### config.mk
export PLATFORM = sky130hd
export DESIGN_NAME = ps2_kbd_rx
export DESIGN_NICKNAME = d
export VERILOG_FILES = /design/src/rtl/ps2_pkg.sv /design/src/rtl/ps2_set2_ascii.sv /design/src/rtl/ps2_kbd_rx.sv
export SDC_FILE = /design/constraint.sdc
export NUM_CORES = 1
export LEC_CHECK = 0
export CAP_MARGIN = 20
export CORE_UTILIZATION = 49
export CTS_BUF_LIST = sky130_fd_sc_hd__clkbuf_8
export CTS_CLUSTER_SIZE = 28
export DETAILED_ROUTE_END_ITERATION = 8
export DONT_BUFFER_PORTS = 1
export PLACE_DENSITY_LB_ADDON = 0.05
export SLEW_MARGIN = 10
export SYNTH_ARGS = -nofsm -noshare
export SYNTH_HDL_FRONTEND = slang
export SYNTH_SLANG_ARGS = --single-unit
export TNS_END_PERCENT = 10
### constraint.sdc
create_clock -name clk -period 2.28 [get_ports clk]
set_clock_uncertainty 0.1 [all_clocks]
set_input_delay 0.228 -clock clk [delete_from_list [all_inputs] [get_ports clk]]
set_output_delay 0.228 -clock clk [all_outputs]
set_load 0.05 [all_outputs]
### src/rtl/ps2_pkg.sv
// Shared types and constants for the PS/2 keyboard receive front end.
package ps2_pkg;

   localparam logic [7:0] PS2_EXT    = 8'hE0;
   localparam logic [7:0] PS2_BRK    = 8'hF0;
   localparam logic [7:0] PS2_LSHIFT = 8'h12;
   localparam logic [7:0] PS2_RSHIFT = 8'h59;
   localparam logic [7:0] PS2_CAPS   = 8'h58;

   typedef enum logic [1:0] {
      IDLE   = 2'd0,
      DATA   = 2'd1,
      PARITY = 2'd2,
      STOP   = 2'd3
   } ps2_state_t;

   typedef struct packed {
      logic       brk;
      logic       ext;
      logic [7:0] code;
   } ps2_event_t;

   // PS/2 uses odd parity: data bits plus parity bit must XOR to 1.
   function automatic logic odd_parity_ok(input logic [7:0] data, input logic par);
      return ^{data, par};
   endfunction

   // True for 'A'..'Z' and 'a'..'z'; caps lock only affects these.
   function automatic logic is_alpha(input logic [7:0] ch);
      return ((ch >= 8'h41) && (ch <= 8'h5A)) || ((ch >= 8'h61) && (ch <= 8'h7A));
   endfunction

endpackage

### src/rtl/ps2_set2_ascii.sv
// Scan code set 2 to ASCII lookup (US layout subset). Unmapped codes give 0x00.
// Only compiled into the design when PS2_ASCII_EN is defined.
module ps2_set2_ascii
   import ps2_pkg::*;
(
   input  logic [7:0] code,
   input  logic       shift,
   output logic [7:0] ascii
);

   logic [15:0] pair_s;   // {unshifted, shifted}

   // Table lookup, then pick the shifted or unshifted half
   always_comb begin
      pair_s = 16'h0000;
      case (code)
         8'h1C: pair_s = 16'h6141;  8'h32: pair_s = 16'h6242;
         8'h21: pair_s = 16'h6343;  8'h23: pair_s = 16'h6444;
         8'h24: pair_s = 16'h6545;  8'h2B: pair_s = 16'h6646;
         8'h34: pair_s = 16'h6747;  8'h33: pair_s = 16'h6848;
         8'h43: pair_s = 16'h6949;  8'h3B: pair_s = 16'h6A4A;
         8'h42: pair_s = 16'h6B4B;  8'h4B: pair_s = 16'h6C4C;
         8'h3A: pair_s = 16'h6D4D;  8'h31: pair_s = 16'h6E4E;
         8'h44: pair_s = 16'h6F4F;  8'h4D: pair_s = 16'h7050;
         8'h15: pair_s = 16'h7151;  8'h2D: pair_s = 16'h7252;
         8'h1B: pair_s = 16'h7353;  8'h2C: pair_s = 16'h7454;
         8'h3C: pair_s = 16'h7555;  8'h2A: pair_s = 16'h7656;
         8'h1D: pair_s = 16'h7757;  8'h22: pair_s = 16'h7858;
         8'h35: pair_s = 16'h7959;  8'h1A: pair_s = 16'h7A5A;
         8'h45: pair_s = 16'h3029;  8'h16: pair_s = 16'h3121;
         8'h1E: pair_s = 16'h3240;  8'h26: pair_s = 16'h3323;
         8'h25: pair_s = 16'h3424;  8'h2E: pair_s = 16'h3525;
         8'h36: pair_s = 16'h365E;  8'h3D: pair_s = 16'h3726;
         8'h3E: pair_s = 16'h382A;  8'h46: pair_s = 16'h3928;
         8'h29: pair_s = 16'h2020;  8'h5A: pair_s = 16'h0D0D;
         8'h66: pair_s = 16'h0808;  8'h0D: pair_s = 16'h0909;
         8'h76: pair_s = 16'h1B1B;  8'h4E: pair_s = 16'h2D5F;
         8'h55: pair_s = 16'h3D2B;  8'h41: pair_s = 16'h2C3C;
         8'h49: pair_s = 16'h2E3E;  8'h4A: pair_s = 16'h2F3F;
         default: pair_s = 16'h0000;
      endcase
      if (shift) begin
         ascii = pair_s[7:0];
      end else begin
         ascii = pair_s[15:8];
      end
   end

endmodule

### src/rtl/ps2_kbd_rx.sv
// PS/2 keyboard receiver: synchronise and filter the pins, deserialise
// 11-bit frames, fold E0/F0 prefixes into one event and queue events in a
// show-ahead FIFO for the MCU keyboard port.
// Optional macro PS2_ASCII_EN adds shift/caps tracking and an ASCII field.
module ps2_kbd_rx
   import ps2_pkg::*;
#(
   parameter int CLK_HZ     = 50000000,
   parameter int FIFO_DEPTH = 8,
   parameter int TIMEOUT_US = 1000
)(
   input  logic       clk,
   input  logic       reset_n,
   input  logic       ps2_clk,
   input  logic       ps2_data,
   input  logic       rd_en,
   output logic       rd_valid,
   output logic [7:0] rd_code,
   output logic       rd_brk,
   output logic       rd_ext,
   output logic [7:0] rd_ascii,
   output logic       overflow,
   output logic       frame_err,
   input  logic       clr_err
);

   localparam int AW          = $clog2(FIFO_DEPTH);
   localparam int TIMEOUT_CYC = (CLK_HZ / 1000000) * TIMEOUT_US;
   localparam int WD_W        = $clog2(TIMEOUT_CYC + 1);
   localparam logic [WD_W-1:0] WD_LOAD = WD_W'(TIMEOUT_CYC - 1);
   localparam logic [WD_W-1:0] WD_ONE  = {{(WD_W-1){1'b0}}, 1'b1};
   localparam logic [WD_W-1:0] WD_ZERO = {WD_W{1'b0}};
   localparam logic [AW:0]     PTR_ONE = {{AW{1'b0}}, 1'b1};
`ifdef PS2_ASCII_EN
   localparam int ENTRY_W = 18;
`else
   localparam int ENTRY_W = 10;
`endif

   logic [1:0]      clk_sync_r;
   logic [1:0]      data_sync_r;
   logic [2:0]      clk_hist_r;
   logic [3:0]      clk_win_s;
   logic            filt_r;
   logic            filt_prev_r;
   logic            fall_s;
   logic            data_s;

   ps2_state_t      state_r;
   logic [7:0]      shift_r;
   logic [2:0]      bit_cnt_r;
   logic            parity_r;
   logic [WD_W-1:0] wd_cnt_r;
   logic            good_r;
   logic            err_r;
   logic [7:0]      frame_byte_r;

   logic            ext_r;
   logic            brk_r;
   logic            push_s;
   ps2_event_t      ev_s;
   logic [ENTRY_W-1:0] wdata_s;

   logic [ENTRY_W-1:0] mem_r [FIFO_DEPTH];
   logic [AW:0]     wr_ptr_r;
   logic [AW:0]     rd_ptr_r;
   logic            empty_s;
   logic            full_s;
   logic            pop_s;
   logic            do_push_s;
   logic            ovf_set_s;
   logic [ENTRY_W-1:0] head_s;
   logic            overflow_r;
   logic            frame_err_r;

   // Two-flop synchronisers on both PS/2 pins (idle level is high)
   always_ff @(posedge clk or negedge reset_n) begin
      if (!reset_n) begin
         clk_sync_r  <= 2'b11;
         data_sync_r <= 2'b11;
      end else begin
         clk_sync_r  <= {clk_sync_r[0], ps2_clk};
         data_sync_r <= {data_sync_r[0], ps2_data};
      end
   end

   assign clk_win_s = {clk_hist_r, clk_sync_r[1]};
   assign fall_s    = filt_prev_r & ~filt_r;
   assign data_s    = data_sync_r[1];

   // Glitch filter: filtered clock moves only after 4 equal synced samples
   always_ff @(posedge clk or negedge reset_n) begin
      if (!reset_n) begin
         clk_hist_r  <= 3'b111;
         filt_r      <= 1'b1;
         filt_prev_r <= 1'b1;
      end else begin
         clk_hist_r  <= clk_win_s[2:0];
         filt_prev_r <= filt_r;
         if (&clk_win_s) begin
            filt_r <= 1'b1;
         end else if (~|clk_win_s) begin
            filt_r <= 1'b0;
         end else begin
            filt_r <= filt_r;
         end
      end
   end

   // Frame FSM with inter-edge watchdog; emits one-cycle good/error pulses
   always_ff @(posedge clk or negedge reset_n) begin
      if (!reset_n) begin
         state_r      <= IDLE;
         shift_r      <= 8'h00;
         bit_cnt_r    <= 3'd0;
         parity_r     <= 1'b0;
         wd_cnt_r     <= WD_ZERO;
         good_r       <= 1'b0;
         err_r        <= 1'b0;
         frame_byte_r <= 8'h00;
      end else begin
         good_r <= 1'b0;
         err_r  <= 1'b0;
         if (state_r != IDLE && !fall_s) begin
            if (wd_cnt_r == WD_ZERO) begin
               state_r <= IDLE;
               err_r   <= 1'b1;
            end else begin
               wd_cnt_r <= wd_cnt_r - WD_ONE;
            end
         end else if (fall_s) begin
            wd_cnt_r <= WD_LOAD;
            case (state_r)
               IDLE: begin
                  if (!data_s) begin
                     state_r   <= DATA;
                     bit_cnt_r <= 3'd0;
                  end
               end
               DATA: begin
                  shift_r   <= {data_s, shift_r[7:1]};
                  bit_cnt_r <= bit_cnt_r + 3'd1;
                  if (bit_cnt_r == 3'd7) begin
                     state_r <= PARITY;
                  end
               end
               PARITY: begin
                  parity_r <= data_s;
                  state_r  <= STOP;
               end
               STOP: begin
                  state_r <= IDLE;
                  if (data_s && odd_parity_ok(shift_r, parity_r)) begin
                     good_r       <= 1'b1;
                     frame_byte_r <= shift_r;
                  end else begin
                     err_r <= 1'b1;
                  end
               end
               default: state_r <= IDLE;
            endcase
         end
      end
   end

   assign push_s   = good_r && (frame_byte_r != PS2_EXT) && (frame_byte_r != PS2_BRK);
   assign ev_s.brk  = brk_r;
   assign ev_s.ext  = ext_r;
   assign ev_s.code = frame_byte_r;

   // Prefix folding: E0/F0 arm flags, any other byte consumes them
   always_ff @(posedge clk or negedge reset_n) begin
      if (!reset_n) begin
         ext_r <= 1'b0;
         brk_r <= 1'b0;
      end else if (good_r) begin
         if (frame_byte_r == PS2_EXT) begin
            ext_r <= 1'b1;
         end else if (frame_byte_r == PS2_BRK) begin
            brk_r <= 1'b1;
         end else begin
            ext_r <= 1'b0;
            brk_r <= 1'b0;
         end
      end
   end

`ifdef PS2_ASCII_EN
   logic       lshift_r;
   logic       rshift_r;
   logic       caps_r;
   logic [7:0] xlat_s;
   logic [7:0] ascii_push_s;

   ps2_set2_ascii u_xlat (
      .code  (frame_byte_r),
      .shift (lshift_r | rshift_r),
      .ascii (xlat_s)
   );

   // Modifier tracking from non-extended shift make/break and caps make
   always_ff @(posedge clk or negedge reset_n) begin
      if (!reset_n) begin
         lshift_r <= 1'b0;
         rshift_r <= 1'b0;
         caps_r   <= 1'b0;
      end else if (push_s && !ext_r) begin
         if (frame_byte_r == PS2_LSHIFT) begin
            lshift_r <= !brk_r;
         end else if (frame_byte_r == PS2_RSHIFT) begin
            rshift_r <= !brk_r;
         end else if (frame_byte_r == PS2_CAPS && !brk_r) begin
            caps_r <= !caps_r;
         end
      end
   end

   // Extended keys carry no ASCII; caps lock flips letter case only
   always_comb begin
      ascii_push_s = 8'h00;
      if (ext_r) begin
         ascii_push_s = 8'h00;
      end else if (caps_r && is_alpha(xlat_s)) begin
         ascii_push_s = xlat_s ^ 8'h20;
      end else begin
         ascii_push_s = xlat_s;
      end
   end

   assign wdata_s  = {ascii_push_s, ev_s};
   assign rd_ascii = head_s[17:10];
`else
   assign wdata_s  = ev_s;
   assign rd_ascii = 8'h00;
`endif

   assign empty_s   = (wr_ptr_r == rd_ptr_r);
   assign full_s    = (wr_ptr_r[AW] != rd_ptr_r[AW]) && (wr_ptr_r[AW-1:0] == rd_ptr_r[AW-1:0]);
   assign pop_s     = rd_en && !empty_s;
   assign do_push_s = push_s && (!full_s || pop_s);
   assign ovf_set_s = push_s && full_s && !pop_s;
   assign head_s    = mem_r[rd_ptr_r[AW-1:0]];

   // Event FIFO storage and pointers; a pop frees the slot a full push needs
   always_ff @(posedge clk or negedge reset_n) begin
      if (!reset_n) begin
         wr_ptr_r <= {(AW+1){1'b0}};
         rd_ptr_r <= {(AW+1){1'b0}};
         for (int i = 0; i < FIFO_DEPTH; i++) begin
            mem_r[i] <= {ENTRY_W{1'b0}};
         end
      end else begin
         if (do_push_s) begin
            mem_r[wr_ptr_r[AW-1:0]] <= wdata_s;
            wr_ptr_r <= wr_ptr_r + PTR_ONE;
         end
         if (pop_s) begin
            rd_ptr_r <= rd_ptr_r + PTR_ONE;
         end
      end
   end

   // Sticky error flags: a new error wins over a coincident clear
   always_ff @(posedge clk or negedge reset_n) begin
      if (!reset_n) begin
         overflow_r  <= 1'b0;
         frame_err_r <= 1'b0;
      end else begin
         if (ovf_set_s) begin
            overflow_r <= 1'b1;
         end else if (clr_err) begin
            overflow_r <= 1'b0;
         end
         if (err_r) begin
            frame_err_r <= 1'b1;
         end else if (clr_err) begin
            frame_err_r <= 1'b0;
         end
      end
   end

   assign rd_valid  = !empty_s;
   assign rd_code   = head_s[7:0];
   assign rd_ext    = head_s[8];
   assign rd_brk    = head_s[9];
   assign overflow  = overflow_r;
   assign frame_err = frame_err_r;

endmodule

==> summary.md, run 1 <==
| Metric | Value |
|---|---|
| Tightest Pin Transition | `0.5745 ns` |
| CP Capture Type | `output pin` |
| Wire per inst | `18.61 um` |
| Vias in the first global route | `4042` |
| Setup TNS | `-0.8693 ns` |
| Most frequent cells in the layout | `131 x dfrtp_1, 50 x mux2_4, 44 x mux2_1` |
| Area after DPL | `7018 sq um` |
| DRT Wirelength | `12800 um` |
| CTS Buf Count | `17` |
| Multi-input logic area | `3019 sq um` |
| Post-Synthesis Cells | `475` |
| Die area | `14220 sq um` |
| # IOs | `27` |
| Die W | `119.3 um` |
| Fin util | `57.07%` |
| Core Region | `13350 sq um` |
| Crit Path Category | `register to output pin` |
| Antenna Cells | `0` |
| Initial antenna violation count | `0` |
| Relative slew margins | `61.35%` |
| Period utilization | `103.5%` |
| Antenna viol nets, final | `0` |
| Vias | `3814` |
| Fin crit period | `2.360 ns` |
| Sequential share of the synthesized area | `52.53%` |
| Remaining Overflow, GRT | `0` |
| Status | `finished with violations` |
| H-tree depth | `4` |
| Cell leakage power | `3.598 nW` |
| Worst-Skew Late Latency | `0.45 ns` |
| Detailed Place HPWL | `7962 um` |
| Hold WC Path Type | `input port to async pin` |
| # setup viols final | `20` |
| First-pass GRT wire length | `21550 um` |
| Rows | `42` |
| Ys Warns | `0` |
| Area grow syn2layout | `13.05%` |
| TritonCTS clock tree | `yes` |
| PD cells | `890.4 nW/um^2` |
| Clock buffer depth | `2` |
| Critical Path AT | `2.03 ns` |
| Gr usage total | `20.27%` |
| Hold Buf Count CTS | `4` |
| 1st-pass router iterations | `5` |
| Finished Cell Area | `7617 sq um` |
| Worst IR Drop VDD | `0.7806 mV` |
| FF-to-FF setup slack | `-0.04 ns` |
| Via/cell ratio | `5.544` |
| Max Slew Vio Count | `0` |
| Number of synthesized flops with an enable pin | `0` |
| Fillers | `1139` |
| Max-cap violations | `0` |
| Hold Fails Final Rpt | `141` |
| Syn Std Cell Area | `6738 sq um` |
| RSZ-0062 raised after global routing | `true` |
| Place WS | `-0.05900 ns` |
| Commonest non-fill, non-tap cell in the layout | `dfrtp_1` |
| Clock sink count | `141` |
| Critical Path RT | `1.95 ns` |
| Largest net degree at the start of global routing | `142` |
| Top FF cell, synth | `dfrtp_1` |
| Final WS setup | `-0.07985 ns` |
| Placer Congestion | `0.7827` |
| Clock transition at path regs | `0.08 ns` |
| Critical path peak fanout | `12` |
| Port bufs | `0` |
| CTS root buf | `clkbuf_8` |
| DRC viols | `0` |
| Post-Syn Area per Cell | `14.18 sq um` |
| Die Ht | `119.3 um` |
| Hold WS | `-0.6302 ns` |
| Failing checks | `negative hold slack, negative setup slack` |
| Initial Util | `50.48%` |
| Nets | `514` |
| Layout cells sized above 1 | `33.20%` |
| Flops & latches, synth | `141` |
| Peak Freq | `0.4238 GHz` |
| Netlist cell types | `55` |
| Asr flop ratio synth | `100.0%` |
| Startpoint types | `register` |
| FF+latch area | `3541 sq um` |
| Initial drt markers | `161` |
==> power breakdown <==
part / total, W / switching, W / internal (W) / leakage (nW)
clock network: 0.00222 / 0.000953 / 0.00127 / 0.226
registers: 0.00294 / 0.000233 / 0.00271 / 1.87
logic: 0.00162 / 0.000845 / 0.000772 / 1.50
total: 0.00678 / 0.00203 / 0.00475 / 3.60
==> metrics by stage <==
stage                     cells  total power, W
after floorplan             482        0.004099
after global placement      650        0.004414
after detailed placement    650        0.004452
after CTS                   688        0.006846
after global routing        688        0.007127
final                       688        0.006783
==> worst max-delay path, cell delays in order (launching register included) <==
cell     delay (ns)
dfrtp_2        0.47
buf_12         0.19
mux4_2         0.54
mux2_4         0.36
==> repair_timing <==
item	CTS	global route
setup buffers	1	0
gates cloned	1	0
setup endpoints to repair	30	81
gates resized for setup	17	7
endpoints found under the hold margin	146	141
==> final cells by class <==
cell class              count  area share (%)
clock buffers              20           3.614
clock inverters            12           2.201
inverters                  10          0.4928
multi-input cells         291           39.64
flip-flops and latches    141           46.48
well taps                 176           2.891
repair buffers             38           4.681
==> sequential cells by signal, summed over array words and instances (netlist names) <==
register and flops:
good_r 1, err_r 1, mem_r 80, wr_ptr_r 4, frame_err 1, state_r 2
frame_byte_r 8, shift_r 8, parity_r 1, filt_prev_r 1, rd_ptr_r 4, ext_r 1
overflow 1, bit_cnt_r 3, data_sync_r 2, clk_hist_r 3, filt_r 1, brk_r 1
wd_cnt_r 16, clk_sync_r 2
==> synthesized netlist by cell type (2+ instances only) <==
| master | instances | area (sq um) |
|---|---|---|
| dfrtp_1 | 132 | 3303 |
| mux2_1 | 44 | 495.5 |
| mux2_4 | 40 | 600.6 |
| mux2_2 | 26 | 292.8 |
| mux4_2 | 20 | 450.4 |
| nand2_1 | 16 | 60.06 |
| xnor2_1 | 16 | 140.1 |
| nor2_1 | 14 | 52.55 |
| buf_2 | 13 | 65.06 |
| a21oi_1 | 10 | 50.05 |
| inv_1 | 10 | 37.54 |
| buf_4 | 9 | 67.56 |
| clkbuf_1 | 9 | 33.78 |
| dfstp_2 | 9 | 236.5 |
| ha_1 | 9 | 112.6 |
| xor2_1 | 9 | 78.83 |
| a31oi_1 | 7 | 43.79 |
| nand4_1 | 7 | 43.79 |
| nand3_1 | 6 | 30.03 |
| buf_6 | 5 | 56.30 |
| nor3_1 | 5 | 25.02 |
| buf_1 | 4 | 15.01 |
| nor2b_1 | 4 | 25.02 |
| and4b_1 | 3 | 30.03 |
| mux2i_1 | 3 | 30.03 |
| nand2b_1 | 3 | 18.77 |
| nor4_1 | 3 | 18.77 |
| o21ai_0 | 3 | 15.01 |
| o31ai_1 | 3 | 22.52 |
| a211oi_1 | 2 | 15.01 |
| a22oi_1 | 2 | 15.01 |
| and2_1 | 2 | 12.51 |
| and3_1 | 2 | 12.51 |
| nand4b_1 | 2 | 17.52 |
| nor3b_1 | 2 | 15.01 |
| or4_1 | 2 | 15.01 |
==> path summary, 6_finish.rpt <==
| path | from | to | cells past startpoint |
|---|---|---|---|
| hold reg to reg | clk_sync_r[0]$_DFF_PN1_ | clk_sync_r[1]$_DFF_PN1_ | 0 |
| min in group clk | rd_en | wr_ptr_r[0]$_DFFE_PN0P_ | 3 |
| max in group asynchronous | reset_n | data_sync_r[1]$_DFF_PN1_ | 0 |
| setup reg to reg | rd_ptr_r[0]$_DFFE_PN0P_ | mem_r[41]$_DFFE_PN0P_ | 7 |
| setup / recovery | rd_ptr_r[0]$_DFFE_PN0P_ | rd_code[5] | 3 |
| hold / removal | reset_n | mem_r[64]$_DFFE_PN0P_ | 0 |
==> metal layers <==
layer	GRT usage, %	part of all wire (%)	vias up	wire [um]
met5	0	0	-	0
met4	7.041	1.6	0	210
met3	5.220	3.1	18	399
met2	32.52	49	51	6247
met1	26.67	46	1983	5944
li1	-	-	1762	-
==> cells by family (layout without fill, tap and decap cells) <==
logic type | count (synthesis) | after routing | share of synthesized area, %
adders and majority gates | 9 | 9 | 1.671
xor gates and xnor gates | 26 | 26 | 3.584
and+or+nand+nor | 79 | 79 | 6.741
buffers and inverters | 50 | 80 | 4.085
muxes | 133 | 133 | 27.74
other | 1 | 8 | 0.05566
DFF | 141 | 141 | 52.53
AOI/OAI and AO/OA | 36 | 36 | 3.584
Note: power is estimated with default switching activity, not from simulation.
==> run 2: changes to the inputs <==
--- a/config.mk
+++ b/config.mk
@@ -6,7 +6,7 @@
 export NUM_CORES = 1
 export LEC_CHECK = 0
 export CAP_MARGIN = 20
-export CORE_UTILIZATION = 49
+export CORE_UTILIZATION = 41
 export CTS_BUF_LIST = sky130_fd_sc_hd__clkbuf_8
 export CTS_CLUSTER_SIZE = 28
 export DETAILED_ROUTE_END_ITERATION = 8
==> run 2 against run 1 <==
The flow still finishes with violations (negative hold slack, negative setup slack). Clock-buffer cell count grew 1. Via count shrank 1.3%. Flip-flop and latch count is the same. Register-to-register slack gained 0.16 ns. Design area grew 1.1%. Non-clock buffer count grew 8. Setup slack gained 0.024 ns. Final cell count grew 7.0%. Fmax grew 1.0%. Largest cell class unchanged. Largest power group unchanged.
==> summary.md, run 2 (same netlist as run 1, synthesis figures left out) <==
| Metric | Value |
|---|---|
| CTS Buf Count | `17 (unchanged)` |
| DRT Wirelength | `13610 um (was 12800 um)` |
| Initial Util | `42.26% (was 50.48%)` |
| PD cells | `880.1 nW/um^2 (was 890.4 nW/um^2)` |
| Clock sink count | `141 (unchanged)` |
| Hold Buf Count CTS | `5 (was 4)` |
| Period utilization | `102.5% (was 103.5%)` |
| First-pass GRT wire length | `22650 um (was 21550 um)` |
| RSZ-0062 raised after global routing | `true (unchanged)` |
| Crit Path Category | `register to output pin (unchanged)` |
| Die Ht | `130.2 um (was 119.3 um)` |
| Worst-Skew Late Latency | `0.44 ns (was 0.45 ns)` |
| Layout cells sized above 1 | `33.85% (was 33.20%)` |
| DRC viols | `0 (unchanged)` |
| Combinational share of power | `25.2% (was 23.8%)` |
| Top flop regs | `mem_r: 80 flops, wd_cnt_r: 16 flops (unchanged)` |
| Core Region | `15940 sq um (was 13350 sq um)` |
| Most frequent cells in the layout | `131 x dfrtp_1, 50 x mux2_4, 44 x mux2_1 (unchanged)` |
| Critical path cell sequence | `buf_6 > buf_16 > mux4_2 > mux2_4 (was buf_12 > mux4_2 > mux2_4)` |
| Power Total | `0.006776 W (was 0.006783 W)` |
| Hold Fails Final Rpt | `141 (unchanged)` |
| Vias | `3763 (was 3814)` |
| Via/cell ratio | `5.113 (was 5.544)` |
| CTS root buf | `clkbuf_8 (unchanged)` |
| Die area | `16950 sq um (was 14220 sq um)` |
| # IOs | `27 (unchanged)` |
| Fin crit period | `2.336 ns (was 2.360 ns)` |
| Wire per inst | `18.49 um (was 18.61 um)` |
| Hold WS | `-0.6294 ns (was -0.6302 ns)` |
| Commonest non-fill, non-tap cell in the layout | `dfrtp_1 (unchanged)` |
| Worst path slowest cell | `mux4_2 (unchanged)` |
| Area grow syn2layout | `14.28% (was 13.05%)` |
| Antenna Cells | `0 (unchanged)` |
| Initial antenna violation count | `0 (unchanged)` |
| Worst IR Drop VDD | `0.5521 mV (was 0.7806 mV)` |
| Pint | `0.004716 W (was 0.004752 W)` |
| Port bufs | `0 (unchanged)` |
| Hold WC Path Type | `input port to async pin (unchanged)` |
| Startpoint types | `register (unchanged)` |
| Nets | `522 (was 514)` |
| FF+latch area | `3541 sq um (unchanged)` |
| Gr usage total | `18.32% (was 20.27%)` |
| Max reg flops | `80 (unchanged)` |
| H-tree depth | `4 (unchanged)` |
| Final WS setup | `-0.05614 ns (was -0.07985 ns)` |
| Initial drt markers | `124 (was 161)` |
| Detailed Place HPWL | `8770 um (was 7962 um)` |
| Switching share of power | `30.40% (was 29.93%)` |
| Crit path buf inv count | `2 (was 1)` |
| # setup viols final | `10 (was 20)` |
| TritonCTS clock tree | `yes (unchanged)` |
| Failing checks | `negative hold slack, negative setup slack (unchanged)` |
| Clock Power Share | `31.3% (was 32.8%)` |
| CP Capture Type | `output pin (unchanged)` |
| Die W | `130.2 um (was 119.3 um)` |
| Max-cap violations | `0 (unchanged)` |
| Critical path peak fanout | `6 (was 12)` |
| Sw power | `0.002060 W (was 0.002030 W)` |
| Reg with most FFs | `mem_r (unchanged)` |
| CP top delay family | `multiplexers (unchanged)` |
| Placed instance count | `695 (was 650)` |
| Tightest Pin Transition | `0.5441 ns (was 0.5745 ns)` |
| Critical Path RT | `1.95 ns (about the same)` |
| Relative slew margins | `63.72% (was 61.35%)` |
| Vias in the first global route | `4033 (was 4042)` |
| Cell leakage power | `3.636 nW (was 3.598 nW)` |
| Rows | `46 (was 42)` |
| Setup TNS | `-0.4552 ns (was -0.8693 ns)` |
| Fillers | `1453 (was 1139)` |
| Critical Path AT | `2.01 ns (was 2.03 ns)` |
| 1st-pass router iterations | `4 (was 5)` |
| Clock transition at path regs | `0.08 ns (about the same)` |
| Multi-input logic area | `3020 sq um (was 3019 sq um)` |
| Largest net degree at the start of global routing | `142 (unchanged)` |
| Max Slew Vio Count | `0 (unchanged)` |
| Post-Layout Cell Count | `736 (was 688)` |
| Peak Freq | `0.4281 GHz (was 0.4238 GHz)` |
| Placer Congestion | `0.7388 (was 0.7827)` |
| Remaining Overflow, GRT | `0 (unchanged)` |
| Antenna viol nets, final | `0 (unchanged)` |
| Seq pwr share | `43.5% (was 43.4%)` |
| Clock buffer depth | `2 (unchanged)` |
| Status | `finished with violations (unchanged)` |
| CP peak stage delay | `0.51 ns (was 0.54 ns)` |
## run 2: per-stage QoR
step | hold WS (ns) | area [sq um] | util, % | worst slack (ns)
floorplan | -0.1676 | 6764 | - | 0.1454
global placement | -0.1641 | 7106 | 44.57 | 0.05445
detailed placement | -0.1643 | 7106 | 44.57 | 0.02496
CTS | -0.6620 | 7707 | 48.34 | -0.1252
global route | -0.6718 | 7700 | 48.30 | -0.1452
finish | -0.6294 | 7700 | 48.30 | -0.05614
## run 2: final cells by class
type                    instances  share of cell area, %
multi-input cells             291                  39.23
repair buffers                 46                  5.216
well taps                     216                  3.510
clock inverters                11                  1.820
flip-flops and latches        141                  45.99
inverters                      10                 0.4875
clock buffers                  21                  3.754
## run 2: worst paths after layout
check	from	depth (start not counted)	slack, ns	to
min in group clk	ps2_clk	1	0.22	clk_sync_r[0]$_DFF_PN1_
setup / recovery	rd_ptr_r[0]$_DFFE_PN0P_	4	-0.06	rd_code[6]
hold reg to reg	data_sync_r[0]$_DFF_PN1_	0	0.26	data_sync_r[1]$_DFF_PN1_
hold / removal	reset_n	0	-0.63	mem_r[75]$_DFFE_PN0P_
max in group asynchronous	reset_n	0	2.33	filt_prev_r$_DFF_PN1_
setup reg to reg	rd_ptr_r[0]$_DFFE_PN0P_	6	0.12	mem_r[41]$_DFFE_PN0P_
## run 2: routing by layer
layer	global-route usage, %	vias to the layer above	routed length (um)
li1	-	1768	-
met1	23.96	1939	6426
met2	29.47	35	6601
met3	4.510	21	331
met4	6.840	0	247
met5	0	-	0
## run 2: power by group through the flow
stage / clock network [W] / registers, W / logic (W)
after floorplan: 0 / 0.00291 / 0.00118
after global placement: 0 / 0.00297 / 0.00152
after detailed placement: 0 / 0.00298 / 0.00154
after CTS: 0.00221 / 0.00294 / 0.00176
after global routing: 0.00231 / 0.00298 / 0.00189
final: 0.00212 / 0.00295 / 0.00171
## run 2: repair_timing
item                                    4_1_cts  5_1_grt
gates resized for setup                      13        8
endpoints found under the setup margin       11       38
buffers inserted                              3        1
cloned                                        2        0
endpoints found under the hold margin       146      141
